==> src/rtl/ins_fetch.sv <==
// Instruction fetch stage: PC sequencing, req/ack fetch from program memory,
// and opcode/operand split of each 8-bit instruction word.
module ins_fetch #(
  parameter int unsigned   AW        = 8,
  parameter logic [AW-1:0] RESET_PC  = '0,
  parameter logic [3:0]    NOP_CODE  = 4'hE,
  parameter logic [3:0]    HALT_CODE = 4'hF
) (
  input  logic          clk,
  input  logic          rst_n,
  output logic [AW-1:0] mem_addr,
  output logic          mem_req,
  input  logic          mem_ack,
  input  logic [7:0]    mem_data,
  input  logic          jump,
  input  logic [AW-1:0] jump_addr,
  output logic [3:0]    ins,
  output logic [3:0]    operand,
  output logic          ins_valid,
  output logic [AW-1:0] pc,
  output logic          halted
);

  typedef enum logic [1:0] {
    IDLE,
    REQ,
    EXEC,
    HALT
  } state_t;

  state_t        state;
  state_t        state_nxt;
  logic [AW-1:0] pc_q;
  logic [AW-1:0] pc_nxt;
  logic [7:0]    ir;
  logic [7:0]    ir_nxt;

  always_ff @(posedge clk or negedge rst_n) begin
    if (!rst_n) begin
      state <= IDLE;
      pc_q  <= RESET_PC;
      ir    <= {NOP_CODE, 4'h0};
    end else begin
      state <= state_nxt;
      pc_q  <= pc_nxt;
      ir    <= ir_nxt;
    end
  end

  always_comb begin
    state_nxt = state;
    pc_nxt    = pc_q;
    ir_nxt    = ir;
    unique case (state)
      IDLE: state_nxt = REQ;
      REQ: begin
        if (mem_ack) begin
          ir_nxt    = mem_data;
          pc_nxt    = pc_q + AW'(1);
          state_nxt = EXEC;
        end
      end
      EXEC: begin
        // a jump overrides the increment taken on the fetch edge
        if (jump) pc_nxt = jump_addr;
        if (ir[7:4] == HALT_CODE) state_nxt = HALT;
        else state_nxt = REQ;
      end
      HALT: state_nxt = HALT;
      default: state_nxt = IDLE;
    endcase
  end

  // outputs decode registered state only; no input-to-output paths
  assign mem_req   = (state == REQ);
  assign mem_addr  = pc_q;
  assign pc        = pc_q;
  assign ins_valid = (state == EXEC);
  assign halted    = (state == HALT);
  assign ins       = ins_valid ? ir[7:4] : NOP_CODE;
  assign operand   = ins_valid ? ir[3:0] : 4'h0;

endmodule

==> config.mk <==
export PLATFORM = sky130hd
export DESIGN_NAME = ins_fetch
export DESIGN_NICKNAME = d
export VERILOG_FILES = /design/src/rtl/ins_fetch.sv
export SDC_FILE = /design/constraint.sdc
export NUM_CORES = 1
export LEC_CHECK = 0
export ABC_AREA = 0
export BUFFER_PORTS_ARGS = -buffer_cell sky130_fd_sc_hd__clkbuf_2
export CORE_MARGIN = 8
export CORE_UTILIZATION = 50
export DETAILED_ROUTE_END_ITERATION = 8
export PLACE_DENSITY = 0.88
export RECOVER_POWER = 50
export SYNTH_ARGS = -nofsm -noshare
export SYNTH_HDL_FRONTEND = slang
export SYNTH_SLANG_ARGS = --single-unit
==> constraint.sdc <==
create_clock -name clk -period 3.8 [get_ports clk]
set_input_delay 0.76 -clock clk [delete_from_list [all_inputs] [get_ports clk]]
set_output_delay 0.76 -clock clk [all_outputs]
set_load 0.1 [all_outputs]
==> results.txt <==
The run finished with clean final reports. After clock tree synthesis, the clock-pin slew on the worst setup and hold paths is 0.11 ns. The synthesis warning total is 0. Synthesis produced a netlist with a net count of 123. Setup slack on the critical path of the routed design comes to 1.01 ns. The synthesized design contains 18 register bits. TritonCTS built the clock tree.

For this run, design rule violations remaining after detail routing come to 0. Routability-driven placement finished with a final weighted congestion of 0.905. The worst setup timing slack at the placement stage was 1.34 ns; the largest fanout of any net on the critical path was 16. The proportion of register bits with asynchronous set or reset after synthesis is 100%. The top flip-flop cell by instance count after synthesis is dfrtp_1. In this run, distinct cell masters in the synthesized netlist total 38. The floorplan has 17 rows. The logs give 0.00111 mm² for the cell area after synthesis and 0 for the total count of hold-check failures in the final report.

From left edge to right edge, the die measures 63.1 µm. For this run, the register share of the synthesized area comes to 40.9%. Slowest library cell on the worst path: dfrtp_1. The average via count per standard cell was 5.77. The destination of the worst register-to-register timing path is mem_addr[7]. Once the clock tree was built, the setup fixing pass inserted 0 buffers. The critical path starts at state[1]. Floorplan die height: 63.1 µm.

Relative to the synthesized area, the layout overhead comes to 14.7%. Post-CTS repair changed the size of 0 cells. The tools report the maximum number of pins on one net before global-route repair as 21. The count of nets left with antenna violations once routing finished came out at 0. The worst endpoint data arrival time came out at 2.03 ns. The category of the most critical setup path was flop to primary output.

The clock arrives with 0.000952 ns of skew. After floorplanning, the core was sized to cover 0.00215 mm². Leaving out fill and tap cells, the most frequent cell in the layout is clkbuf_2. The first detailed-routing pass ran for 4 iterations. In this run the worst hold path is classified as flop to flop. The number of antenna violations at the first check in global routing is 0. STA puts the critical path data required time at 3.04 ns.

End point of the critical path: ins[0]. Setup violations remaining at the end of the flow were counted as 0. For the footprint of the multi-input gates, the log shows 507 µm². For the H-tree depth, the log shows 1. STA classifies the critical path startpoint as a flop. The clock passes through at most 2 buffers. The die covers 0.00398 mm². The routed design could run at a clock period as short as 2.79 ns. The source of the worst register-to-register timing path was state[1]. The half-perimeter wire length of the detailed placement result was 2.19 mm.

The endpoint kind of the worst setup timing path is a primary output. The largest single stage delay on the critical path is 0.56 ns. The global-route wire length before repair is 4.87 mm, and the via count of the first global-routing pass is 1,029.

The tools report the total count of max-transition violations in the final report as 0. The initial utilization of the core area, before any placement, comes to 51.7%. The tools report the number of DRC markers in iteration 0 as 36.

Fraction of the cycle the final worst path needs: 73.4%. Global routing used 14.5% of the available tracks. Hold repair after CTS inserted 0 buffers. For this block, the routed nets add up to 2.82 mm of wire. Walking the worst path, the cells encountered are nand2b_1 -> inv_4 -> and2_1 -> clkbuf_2. Fill cells in the final layout number 204.

For this design the top-level I/O count stands at 47. The number of clock sinks came out at 18. Clock tree synthesis selected as its root buffer the cell clkbuf_4. The worst register-to-register path has a depth of 3.

Setup repair after global routing left no endpoint under its margin. Measured against its own limit, the worst slew margin works out to 36.0%. The number of antenna diodes in the final layout is 0. Average detailed-routed wire length per instance: 17.1 µm. The library cells used most frequently in the layout, excluding fill and tap cells, are 45 x clkbuf_2, 15 x dfrtp_1, 8 x nand3_1, 8 x mux2_2, 6 x and2_1.

The net count of the finished layout is 159. At the later pin of the worst-skew pair, clock insertion delay measures 0.29 ns. Buffers placed on the I/O ports in this run total 46. Cells with a size suffix above 1 make up 44.5% of the layout. Yosys mapped a number of flops with a built-in enable equal to 0. Synthesis handed over a netlist of 102 instances. Cells fill 59.2% of the core in the end.

The internal reg-to-reg setup slack came out at 1.72 ns. The number of buffers added by the clock tree synthesis step was 3; the tightest hold margin was 0.516 ns. The logs give 0 ns for the sum of negative setup slack and 0 for the total global routing overflow. At the pin with the least slew margin, the transition time is 0.961 ns. For this block, the via count after detailed routing is 952. For the sequential cell area, the log shows 454 µm². The max-capacitance violation count came out at 0. The mean post-synth cell area works out to 10.9 µm². Static timing analysis puts the maximum clock frequency at 359 MHz.
[worst min-delay path by stage]
stage	start	to	slack, ns	depth (start not counted)
2_1_floorplan	rst_n	ir[0]	0.46	0
5_1_grt	ir[0]	ir[0]	0.54	1
4_1_cts	rst_n	mem_addr[4]	0.40	1
6_report	ir[3]	ir[3]	0.52	1
3_5_place_dp	ir[3]	ir[3]	0.50	1
3_3_place_gp	ir[0]	ir[0]	0.49	1
[sequential cells by signal, summed over array words and instances (netlist names)]
name,cells
ir,8
mem_addr,8
state,2
[cell usage after synthesis (2+ instances only)]
master     n  area (µm²)
a22oi_1    2        15.0
and2_1     6        37.5
buf_2      2        10.0
buf_4      9        67.6
buf_6      3        33.8
dfrtp_1   15         375
dfstp_2    3        78.8
inv_1      4        15.0
mux2_2     8        90.1
nand2b_1   4        25.0
nand3_1    8        40.0
nand3b_1   3        22.5
nand3b_4   2        40.0
nand4_1    2        12.5
o211ai_1   5        37.5
o22a_1     2        17.5
o41a_1     3        33.8
[per-stage QoR]
| stage | cells | instance area, µm² |
|---|---|---|
| after CTS | 165 | 1290 |
| after global placement | 161 | 1260 |
| final | 165 | 1270 |
| after global routing | 165 | 1270 |
| after detailed placement | 161 | 1260 |
| after floorplan | 102 | 1110 |
[cell families after synthesis]
group	count (synthesis)	share of synthesized area, %
multiplexers	10	10.0
adder cells (fa/ha/maj)	1	1.13
AND/OR/NAND/NOR	31	19.3
flip-flops	18	40.9
buffers and inverters	20	12.3
AO/OA/AOI/OAI	22	16.3
[layer usage]
metal | vias up | global-route usage, % | routed length, µm
met2 | 58 | 24.6 | 1350
met1 | 451 | 16.9 | 1150
met5 | - | 0 | 0
met4 | 0 | 3.99 | 29
met3 | 2 | 4.77 | 290
li1 | 441 | - | -
[cell type report]
type	count	area share, %
clock buffers	4	2.06
inverters	5	1.67
multi-input cells	64	39.8
flip-flops and latches	18	35.7
well taps	28	2.75
repair buffers	46	18.0
[critical path, delay by kind of cell, from the launching register on]
family                 cells  cell delay (ns)
buffers and inverters      2             0.70
flip-flops                 1             0.56
AND/OR/NAND/NOR            2             0.47
Power is not shown: default switching activity piles up to over one toggle a cycle in this logic, so the estimate is an artifact.
